$ cat config.mk
export PLATFORM = sky130hd
export DESIGN_NAME = control_sequencer_flat
export DESIGN_NICKNAME = d
export VERILOG_FILES = /design/src/rtl/control_pkg.sv /design/src/rtl/control_sequencer_if.sv /design/src/rtl/control_decode.sv /design/src/rtl/control_sequencer.sv /design/src/flat_wrapper.sv
export SDC_FILE = /design/constraint.sdc
export NUM_CORES = 1
export LEC_CHECK = 0
export CORE_ASPECT_RATIO = 1.75
export CORE_MARGIN = 1
export CORE_UTILIZATION = 31
export DETAILED_ROUTE_END_ITERATION = 6
export PLACE_DENSITY_LB_ADDON = 0.2
export SYNTH_ARGS = -nofsm -noshare
export SYNTH_HDL_FRONTEND = slang
export SYNTH_SLANG_ARGS = --single-unit
$ cat constraint.sdc
create_clock -name Clock -period 2.2 [get_ports Clock]
set_input_delay 0.33 -clock Clock [delete_from_list [all_inputs] [get_ports Clock]]
set_output_delay 0.33 -clock Clock [all_outputs]
set_load 0.05 [all_outputs]
$ cat src/rtl/control_pkg.sv
// rtl/control_pkg.sv - opcodes, state encodings, strobe bundle and opcode classifier for the control sequencer
package control_pkg;

   // Opcode field sits in the top OPC_W_DEF bits of an IR_W_DEF-bit instruction
   localparam int IR_W_DEF  = 32;
   localparam int OPC_W_DEF = 5;

   localparam logic [4:0] OP_LD   = 5'b00000;
   localparam logic [4:0] OP_LDI  = 5'b00001;
   localparam logic [4:0] OP_ST   = 5'b00010;
   localparam logic [4:0] OP_BR   = 5'b10010;
   localparam logic [4:0] OP_JR   = 5'b10100;
   localparam logic [4:0] OP_NOP  = 5'b11010;
   localparam logic [4:0] OP_HALT = 5'b11011;

   typedef enum logic [4:0] {
      RST     = 5'd0,
      BOOT    = 5'd1,
      T0      = 5'd2,
      T1      = 5'd3,
      T2      = 5'd4,
      T3      = 5'd5,
      T4      = 5'd6,
      T5      = 5'd7,
      T6      = 5'd8,
      T7      = 5'd9,
      STOPPED = 5'd10,
      HALT    = 5'd11
   } state_e;

   typedef enum logic [2:0] {C_LD, C_LDI, C_ST, C_BR, C_JR, C_NOP, C_HALT} op_e;

   typedef struct packed {
      logic PCout, MARin, IncPC, Zin, ZLOout, ZHIout, PCin, Read, MDRin, MDRout;
      logic IRin, Yin, Yout, Cout, BAout, Gra, Grb, Grc, Rin, Rout;
      logic HIin, LOin, HIout, LOout, CONin, OUTPORTin, INPORTout, write;
   } strobes_t;

   // Unlisted opcodes fall into the NOP class
   function automatic op_e op_class(input logic [4:0] opc);
      case (opc)
         OP_LD:   return C_LD;
         OP_LDI:  return C_LDI;
         OP_ST:   return C_ST;
         OP_BR:   return C_BR;
         OP_JR:   return C_JR;
         OP_HALT: return C_HALT;
         default: return C_NOP;
      endcase
   endfunction

endpackage

$ cat src/rtl/control_sequencer_if.sv
// rtl/control_sequencer_if.sv - control-to-datapath strobe bundle; Mem_ready exists only with CONTROL_SEQ_MEM_WAIT_EN
interface control_sequencer_if
   import control_pkg::*;
#(
   parameter int IR_W = IR_W_DEF
);
   logic [IR_W-1:0] IRregister;
   logic CON, Stop, Run;
`ifdef CONTROL_SEQ_MEM_WAIT_EN
   logic Mem_ready;
`endif
   logic PCout, MARin, IncPC, Zin, ZLOout, ZHIout, PCin, Read, MDRin, MDRout;
   logic IRin, Yin, Yout, Cout, BAout, Gra, Grb, Grc, Rin, Rout;
   logic HIin, LOin, HIout, LOout, CONin, OUTPORTin, INPORTout, write;

   modport master (
      input  IRregister, CON, Stop,
`ifdef CONTROL_SEQ_MEM_WAIT_EN
      input  Mem_ready,
`endif
      output Run,
      output PCout, MARin, IncPC, Zin, ZLOout, ZHIout, PCin, Read, MDRin, MDRout,
      output IRin, Yin, Yout, Cout, BAout, Gra, Grb, Grc, Rin, Rout,
      output HIin, LOin, HIout, LOout, CONin, OUTPORTin, INPORTout, write
   );

   modport slave (
      output IRregister, CON, Stop,
`ifdef CONTROL_SEQ_MEM_WAIT_EN
      output Mem_ready,
`endif
      input  Run,
      input  PCout, MARin, IncPC, Zin, ZLOout, ZHIout, PCin, Read, MDRin, MDRout,
      input  IRin, Yin, Yout, Cout, BAout, Gra, Grb, Grc, Rin, Rout,
      input  HIin, LOin, HIout, LOout, CONin, OUTPORTin, INPORTout, write
   );
endinterface

$ cat src/rtl/control_decode.sv
// rtl/control_decode.sv - combinational strobe decode from sequencer state, opcode class and CON
module control_decode
   import control_pkg::*;
(
   input  state_e   state,
   input  op_e      op,
   input  logic     CON,
   output strobes_t strb
);

   always_comb begin
      strb = '0;
      case (state)
         BOOT: begin strb.INPORTout = 1'b1; strb.PCin = 1'b1; end
         T0:   begin strb.PCout = 1'b1; strb.MARin = 1'b1; strb.IncPC = 1'b1; strb.Zin = 1'b1; end
         T1:   begin strb.ZLOout = 1'b1; strb.PCin = 1'b1; strb.Read = 1'b1; strb.MDRin = 1'b1; end
         T2:   begin strb.MDRout = 1'b1; strb.IRin = 1'b1; end
         T3: case (op)
            C_LD, C_LDI, C_ST: begin strb.Grb = 1'b1; strb.BAout = 1'b1; strb.Yin = 1'b1; end
            C_BR: begin strb.Gra = 1'b1; strb.Rout = 1'b1; strb.CONin = 1'b1; end
            C_JR: begin strb.Gra = 1'b1; strb.Rout = 1'b1; strb.PCin = 1'b1; end
            default: ;
         endcase
         T4: case (op)
            C_LD, C_LDI, C_ST: begin strb.Cout = 1'b1; strb.Zin = 1'b1; end
            C_BR: begin strb.PCout = 1'b1; strb.Yin = 1'b1; end
            default: ;
         endcase
         T5: case (op)
            C_LD, C_ST: begin strb.ZLOout = 1'b1; strb.MARin = 1'b1; end
            C_LDI: begin strb.ZLOout = 1'b1; strb.Gra = 1'b1; strb.Rin = 1'b1; end
            C_BR:  begin strb.Cout = 1'b1; strb.Zin = 1'b1; end
            default: ;
         endcase
         T6: case (op)
            C_LD: begin strb.Read = 1'b1; strb.MDRin = 1'b1; end
            // Store loads MDR from the bus, so Read stays low here
            C_ST: begin strb.Gra = 1'b1; strb.Rout = 1'b1; strb.MDRin = 1'b1; end
            C_BR: begin strb.ZLOout = 1'b1; strb.PCin = CON; end
            default: ;
         endcase
         T7: case (op)
            C_LD: begin strb.MDRout = 1'b1; strb.Gra = 1'b1; strb.Rin = 1'b1; end
            C_ST: strb.write = 1'b1;
            default: ;
         endcase
         default: ;
      endcase
   end

endmodule

$ cat src/rtl/control_sequencer.sv
// rtl/control_sequencer.sv - hardwired fetch/execute sequencer; CONTROL_SEQ_MEM_WAIT_EN adds Mem_ready wait states
module control_sequencer
   import control_pkg::*;
#(
   parameter int IR_W  = IR_W_DEF,
   parameter int OPC_W = OPC_W_DEF
)(
   input  logic                Clock,
   input  logic                Reset_n,
   control_sequencer_if.master bus
);

   state_e         state;
   state_e         resume;
   op_e            op;
   strobes_t       strb;
   logic [OPC_W-1:0] opc;
   logic           unused_ir;

   assign opc       = bus.IRregister[IR_W-1 -: OPC_W];
   assign unused_ir = ^bus.IRregister[IR_W-OPC_W-1:0];
   assign op        = op_class(5'(opc));
   // Stop is only honoured at an instruction boundary
   assign resume    = bus.Stop ? STOPPED : T0;

   control_decode u_decode (
      .state (state),
      .op    (op),
      .CON   (bus.CON),
      .strb  (strb)
   );

   always_ff @(posedge Clock or negedge Reset_n) begin
      if (!Reset_n) begin
         state <= RST;
`ifdef CONTROL_SEQ_MEM_WAIT_EN
      end else if ((strb.Read || strb.write) && !bus.Mem_ready) begin
         state <= state;
`endif
      end else begin
         case (state)
            RST:     state <= BOOT;
            BOOT:    state <= resume;
            T0:      state <= T1;
            T1:      state <= T2;
            T2:      state <= T3;
            T3: case (op)
               C_LD, C_LDI, C_ST, C_BR: state <= T4;
               C_HALT:                  state <= HALT;
               default:                 state <= resume;
            endcase
            T4:      state <= T5;
            T5:      state <= (op == C_LDI) ? resume : T6;
            T6:      state <= (op == C_BR) ? resume : T7;
            T7:      state <= resume;
            STOPPED: state <= bus.Stop ? STOPPED : T0;
            HALT:    state <= HALT;
            default: state <= BOOT;
         endcase
      end
   end

   assign bus.Run = state inside {BOOT, T0, T1, T2, T3, T4, T5, T6, T7};

   assign bus.PCout = strb.PCout;   assign bus.MARin = strb.MARin;   assign bus.IncPC = strb.IncPC;
   assign bus.Zin = strb.Zin;       assign bus.ZLOout = strb.ZLOout; assign bus.ZHIout = strb.ZHIout;
   assign bus.PCin = strb.PCin;     assign bus.Read = strb.Read;     assign bus.MDRin = strb.MDRin;
   assign bus.MDRout = strb.MDRout; assign bus.IRin = strb.IRin;     assign bus.Yin = strb.Yin;
   assign bus.Yout = strb.Yout;     assign bus.Cout = strb.Cout;     assign bus.BAout = strb.BAout;
   assign bus.Gra = strb.Gra;       assign bus.Grb = strb.Grb;       assign bus.Grc = strb.Grc;
   assign bus.Rin = strb.Rin;       assign bus.Rout = strb.Rout;     assign bus.HIin = strb.HIin;
   assign bus.LOin = strb.LOin;     assign bus.HIout = strb.HIout;   assign bus.LOout = strb.LOout;
   assign bus.CONin = strb.CONin;   assign bus.OUTPORTin = strb.OUTPORTin;
   assign bus.INPORTout = strb.INPORTout;
   assign bus.write = strb.write;

endmodule

$ cat src/flat_wrapper.sv
// flat-port wrapper written by rule: the top's interface ports become plain ports
module control_sequencer_flat import control_pkg::*;
#(
   parameter int IR_W  = IR_W_DEF,
   parameter int OPC_W = OPC_W_DEF
)
  (Clock, Reset_n, bus_IRregister, bus_CON, bus_Stop, bus_Run, bus_PCout, bus_MARin, bus_IncPC, bus_Zin, bus_ZLOout, bus_ZHIout, bus_PCin, bus_Read, bus_MDRin, bus_MDRout, bus_IRin, bus_Yin, bus_Yout, bus_Cout, bus_BAout, bus_Gra, bus_Grb, bus_Grc, bus_Rin, bus_Rout, bus_HIin, bus_LOin, bus_HIout, bus_LOout, bus_CONin, bus_OUTPORTin, bus_INPORTout, bus_write);
  control_sequencer_if #(.IR_W(IR_W)) bus_i ();
  input  logic Clock;
  input  logic Reset_n;
  input wire logic [$bits(bus_i.IRregister)-1:0] bus_IRregister;
  input wire logic [$bits(bus_i.CON)-1:0] bus_CON;
  input wire logic [$bits(bus_i.Stop)-1:0] bus_Stop;
  output wire logic [$bits(bus_i.Run)-1:0] bus_Run;
  output wire logic [$bits(bus_i.PCout)-1:0] bus_PCout;
  output wire logic [$bits(bus_i.MARin)-1:0] bus_MARin;
  output wire logic [$bits(bus_i.IncPC)-1:0] bus_IncPC;
  output wire logic [$bits(bus_i.Zin)-1:0] bus_Zin;
  output wire logic [$bits(bus_i.ZLOout)-1:0] bus_ZLOout;
  output wire logic [$bits(bus_i.ZHIout)-1:0] bus_ZHIout;
  output wire logic [$bits(bus_i.PCin)-1:0] bus_PCin;
  output wire logic [$bits(bus_i.Read)-1:0] bus_Read;
  output wire logic [$bits(bus_i.MDRin)-1:0] bus_MDRin;
  output wire logic [$bits(bus_i.MDRout)-1:0] bus_MDRout;
  output wire logic [$bits(bus_i.IRin)-1:0] bus_IRin;
  output wire logic [$bits(bus_i.Yin)-1:0] bus_Yin;
  output wire logic [$bits(bus_i.Yout)-1:0] bus_Yout;
  output wire logic [$bits(bus_i.Cout)-1:0] bus_Cout;
  output wire logic [$bits(bus_i.BAout)-1:0] bus_BAout;
  output wire logic [$bits(bus_i.Gra)-1:0] bus_Gra;
  output wire logic [$bits(bus_i.Grb)-1:0] bus_Grb;
  output wire logic [$bits(bus_i.Grc)-1:0] bus_Grc;
  output wire logic [$bits(bus_i.Rin)-1:0] bus_Rin;
  output wire logic [$bits(bus_i.Rout)-1:0] bus_Rout;
  output wire logic [$bits(bus_i.HIin)-1:0] bus_HIin;
  output wire logic [$bits(bus_i.LOin)-1:0] bus_LOin;
  output wire logic [$bits(bus_i.HIout)-1:0] bus_HIout;
  output wire logic [$bits(bus_i.LOout)-1:0] bus_LOout;
  output wire logic [$bits(bus_i.CONin)-1:0] bus_CONin;
  output wire logic [$bits(bus_i.OUTPORTin)-1:0] bus_OUTPORTin;
  output wire logic [$bits(bus_i.INPORTout)-1:0] bus_INPORTout;
  output wire logic [$bits(bus_i.write)-1:0] bus_write;
  assign bus_i.IRregister = bus_IRregister;
  assign bus_i.CON = bus_CON;
  assign bus_i.Stop = bus_Stop;
  assign bus_Run = bus_i.Run;
  assign bus_PCout = bus_i.PCout;
  assign bus_MARin = bus_i.MARin;
  assign bus_IncPC = bus_i.IncPC;
  assign bus_Zin = bus_i.Zin;
  assign bus_ZLOout = bus_i.ZLOout;
  assign bus_ZHIout = bus_i.ZHIout;
  assign bus_PCin = bus_i.PCin;
  assign bus_Read = bus_i.Read;
  assign bus_MDRin = bus_i.MDRin;
  assign bus_MDRout = bus_i.MDRout;
  assign bus_IRin = bus_i.IRin;
  assign bus_Yin = bus_i.Yin;
  assign bus_Yout = bus_i.Yout;
  assign bus_Cout = bus_i.Cout;
  assign bus_BAout = bus_i.BAout;
  assign bus_Gra = bus_i.Gra;
  assign bus_Grb = bus_i.Grb;
  assign bus_Grc = bus_i.Grc;
  assign bus_Rin = bus_i.Rin;
  assign bus_Rout = bus_i.Rout;
  assign bus_HIin = bus_i.HIin;
  assign bus_LOin = bus_i.LOin;
  assign bus_HIout = bus_i.HIout;
  assign bus_LOout = bus_i.LOout;
  assign bus_CONin = bus_i.CONin;
  assign bus_OUTPORTin = bus_i.OUTPORTin;
  assign bus_INPORTout = bus_i.INPORTout;
  assign bus_write = bus_i.write;
  control_sequencer #(.IR_W(IR_W), .OPC_W(OPC_W)) u_core (.Clock(Clock), .Reset_n(Reset_n), .bus(bus_i));
endmodule
* Word level (Yosys, flattened, before mapping)
Cells that the tools add are included.
Operators by class: equality and inequality tests 21, mux-type cells 33, reduce and logical (&&, ||, !) cells 9
Operator list (number):
- 5-bit one-hot mux with 9 select lines | 1
- 5-bit by 3-bit == test with 1-bit output, second input constant | 4
- 5-bit by 4-bit == test with 1-bit output, second input constant | 4
- 3-bit one-hot mux with 6 select lines | 1
- 5-bit by 2-bit == test with 1-bit output, second input constant | 3
- 5-bit == test, second input constant | 3
- 1-bit two-way mux | 15
- 1-bit one-hot mux with 2 select lines | 7
- 4-bit two-way mux | 3
- 5-bit by 1-bit == test with 1-bit output, second input constant | 2
- 5-bit one-hot mux with 2 select lines | 1
- 1-bit one-hot mux with 3 select lines | 3
- 9-bit nonzero test | 1
- 3-bit by 2-bit == test with 1-bit output, second input constant | 2
- 3-bit == test, second input constant | 2
- 2-bit OR reduction | 3
- 3-bit OR reduction | 2
- 5-bit logical NOT | 1
- 1-bit one-hot mux with 4 select lines | 1
- 2-bit one-hot mux with 2 select lines | 1
- 4-bit OR reduction | 1
- 3-bit by 1-bit == test with 1-bit output, second input constant | 1
- 3-bit logical NOT | 1
Word-level totals: flip-flop bits (word level) 5, output and inout port bits 29

* Depth between registers and ports, before layout
depth after elaboration 6, mapped depth 5

* Cells and area by module
A second synthesis with hierarchy kept.
Second synthesis, totals: cell total of the unflattened synthesis 120, area total of the unflattened synthesis 893.4 µm²
By module, submodules not included:
- control_decode | instances 1, cells each 70, area each 495.5 µm²
- control_sequencer | instances 1, cells each 50, area each 397.9 µm²

* Worst setup path before layout
No wires, ideal clock.
path type flip-flop to output port, start register u_core.state[3], end output bus_INPORTout, arrival 2.268 ns, required time 1.870 ns, setup slack -0.398 ns, cell stages (with the launch flop) 4, cells stage by stage dfrtp_1 > buf_2 > buf_1 > nor4_1
On the way: word-level cells in the longest chain between the ends 2
Ends and longest elaborated chain:
- start: declaration | RTL line control_sequencer.sv:13 | state_e state;
- start signal: assignment | RTL line control_sequencer.sv:43 | BOOT: state <= resume;
- start signal: assignment | RTL line control_sequencer.sv:50 | default: state <= resume;
- start signal: assignment | RTL line control_sequencer.sv:53 | T5: state <= (op == C_LDI) ? resume : T6;
- 5-bit by 1-bit == test with 1-bit output | RTL line control_decode.sv:13 | case (state)
- 1-bit two-way mux | RTL line control_decode.sv:13
- end: declaration | RTL line flat_wrapper.sv:41 | output wire logic [$bits(bus_i.INPORTout)-1:0] bus_INPORTout;
No other way between the ends.

* Final worst setup path
start input bus_IRregister[31], end output bus_ZLOout
On the way: word-level cells in the longest chain between the ends 6, elaborated cells between the ends (all ways) 15, those cells by class eq/ne (8); mux (4); reduce/logical (3)
Ends and longest elaborated chain:
- start: declaration | RTL line flat_wrapper.sv:11 | input wire logic [$bits(bus_i.IRregister)-1:0] bus_IRregister;
- 5-bit == test (tied with other cells) | RTL line control_pkg.sv:41 | case (opc)
- 3-bit one-hot mux with 6 select lines * | RTL line control_pkg.sv:41
- 3-bit by 2-bit == test with 1-bit output (tied with other cells) | RTL line control_decode.sv:29 | T5: case (op)
- 3-bit OR reduction (no source line)
- 1-bit two-way mux | RTL line control_decode.sv:29
- 1-bit one-hot mux with 3 select lines * | RTL line control_decode.sv:13
- end: declaration | RTL line flat_wrapper.sv:19 | output wire logic [$bits(bus_i.ZLOout)-1:0] bus_ZLOout;
Every way passes the cells marked *; elsewhere a longest branch is shown, timed or not.

==> metrics <==
status=finished, final reports clean; CP Cell Sequence=dlygate4sd2_1 > a2111o_1 > buf_4 > o32ai_2 > buf_12; post-route ant nets=0; largest net degree at the start of global routing=19; #FFs+latches synth=4; final hold violations=0; Worst setup SP type=input port; DRT iter0 DRCs=32; Post-CTS Hold Buffers=0; Layout area overhead=98.8%; fin area=between 1000 and 1500 um2; syn avg cell area=6.94 um2; Placed Instance Area=approximately 1400 um2; Multi-input gate area=just over 600 um2; Leak=between 0.5 and 0.6 nW; FMAX=between 0.4 and 0.5 GHz; total CTS buffers=3; final routed DRC violation total=0; Bufs and invs on worst path=3; post-DR wirelength/cell=between 10 and 15 um; max-cap viol count=0; initial antenna violation count=0; post-synthesis cell area=736 um2; DRT Pass-1 Iters=4; clk_skew=roughly 0.00062 ns; clock buffer depth=2; num ports=65; slowest CP cell=a2111o_1; die area=2580 um2; worst path required time=around 1.9 ns; fin nets=~190; Final Setup Violations=0; TritonCTS clock tree=done; Final GP Congestion=0.878; dpl hpwl=roughly 2.0 mm; first-pass GRT wire length=around 3.8 mm; placed cells=approximately 170; Synth top area share=around 14%; clk slew on worst S/H paths=about 0.03 ns; Top reg by flops=u_core.state; FP Rows=23; CP max FO=7; Util after Layout=between 60 and 70%; DRT Wirelength=approximately 2.5 mm; Post-Syn Instances=approximately 110; crit path capture type=primary output; biggest regs=u_core.state x4; VDD IR max=886 uV; max reg flops=4; Top FF cell, synth=dfrtp_1; Die Height=approximately 66 um; CP max stage delay=about 0.52 ns; Initial Util=between 30 and 40%; Clk Latency, worst-skew pair=~0.21 ns; H-tree Lvls=1; fillers=between 200 and 250; number of synthesized flops with an enable pin=0; post-route insts no fill=around 180; Async S/R FF share, synth=100%; Tcrit/Tclk final=roughly 100%; CTS sink cnt=4; Die X=about 39 um; total core area=2270 um2; yosys warns=0; largest area contributor in the netlist=dfrtp_1; FF/Latch Area=between 100 and 150 um2; worst path arrival time=around 1.9 ns; Worst Setup Path Type=in2out; hold crit path type=in2async; DR vias/cell=roughly 5.5; max-slew violations=0; min cycle time layout=2.18 ns; ant diodes=0; share of cells above drive strength 1=41.7%; Vias=961; vias in the first global route=about 850; power density over the cells=between 1000 and 1500 nW/um2; Power, Total=1.81 mW; root buffer cell=clkbuf_8; post-synthesis sequential area ratio=between 10% and 20%; grt ovf=0; distinct cell type count after synthesis=a little over 40; Fin Hold WS=0.327 ns; Crit path max-delay family=compound AO/OA/AOI/OAI gates; dominant cells by area after synthesis=dfrtp_1, buf_4, nor2_1, a21oi_1, buf_2; Port Buf Inserts=29; GRT Overall Usage=approximately 20%
[power by group]
group          total (mW)  internal [mW]  switching, mW
Combinational        1.52          0.654          0.862
Clock               0.148          0.116         0.0315
Sequential          0.149          0.111         0.0378
Total                1.81          0.881          0.931
[layout by cell type (no fill, tap or decap), types with 2 or more instances in the layout]
master           Yosys  layout
a41oi_1              2       2
buf_12               0      21
nor2_1              16      15
dlygate4sd2_1        0       5
dfrtp_1              4       4
o21ai_1              0       2
inv_1                2       2
buf_4                9      22
clkdlybuf4s50_1      0       3
clkbuf_8             0       3
conb_1               1       8
or2_4                1       2
nand3_1              6       6
or2_2                2       2
nor2b_1              3       3
nand2b_1             3       2
a21o_1               2       2
nor3_1               3       2
o22ai_1              3       2
a21oi_1              8       8
nand2_1              2       2
a31oi_1              3       3
mux2i_1              2       2
o21ai_0              4       2
and3_1               2       2
[synth_stat cells (3+ instances only)]
library cell	n
a21oi_1	8
a31oi_1	3
buf_2	6
buf_4	9
dfrtp_1	4
nand2b_1	3
nand3_1	6
nor2_1	16
nor2b_1	3
nor3_1	3
o21ai_0	4
o22ai_1	3
[timing repair]
| action | in CTS | in global routing |
|---|---|---|
| pin swaps | 2 | 5 |
| endpoints found under the setup margin | 16 | 3 |
| resized for setup | 6 | 5 |
| setup buffers | 0 | 4 |
[through the flow]
step	setup TNS, ns	worst slack [ns]
finish	0	0.0226
global route	-0.0149	-0.00716
CTS	0	0.0469
detailed placement	-0.771	-0.154
global placement	-0.859	-0.143
floorplan	0	0.0650
[area by class of cell]
class                   count  share of cell area (%)
well taps                  25                    2.14
clock buffers               3                    2.82
repair buffers             52                    45.9
multi-input cells          90                    41.8
flip-flops and latches      4                    6.84
inverters                   2                   0.513
[cells by family (layout without fill, tap and decap cells)]
family / after synthesis / count (layout) / share of synthesized area (%)
xor gates and xnor gates: 1 / 1 / 1.19
other: 1 / 8 / 0.510
buffers and inverters: 19 / 57 / 15.3
and+or+nand+nor: 48 / 48 / 37.2
AOI/OAI and AO/OA: 31 / 31 / 29.4
DFF: 4 / 4 / 13.6
muxes: 2 / 2 / 2.72
[per-layer routing]
layer / GRT usage [%] / wire length, um / vias to the layer above
met5: 0 / 0 / -
met4: 4.31 / 0 / 0
met3: 1.68 / 68 / 0
met2: 37.7 / 1510 / 30
met1: 22.1 / 930 / 466
li1: - / - / 465
[worst paths after layout]
check | startpoint | endpoint | slack (ns) | depth (start not counted)
max | bus_IRregister[31] | bus_ZLOout | 0.02 | 5
min | Reset_n | u_core.state[0] | 0.33 | 1
max reg2reg | u_core.state[1] | u_core.state[0] | 0.60 | 5
min reg2reg | u_core.state[2] | u_core.state[1] | 0.59 | 1
max in group asynchronous | Reset_n | u_core.state[3] | 1.70 | 1
min in group Clock | u_core.state[2] | u_core.state[1] | 0.59 | 1
Power figures use the tool's default switching activity.
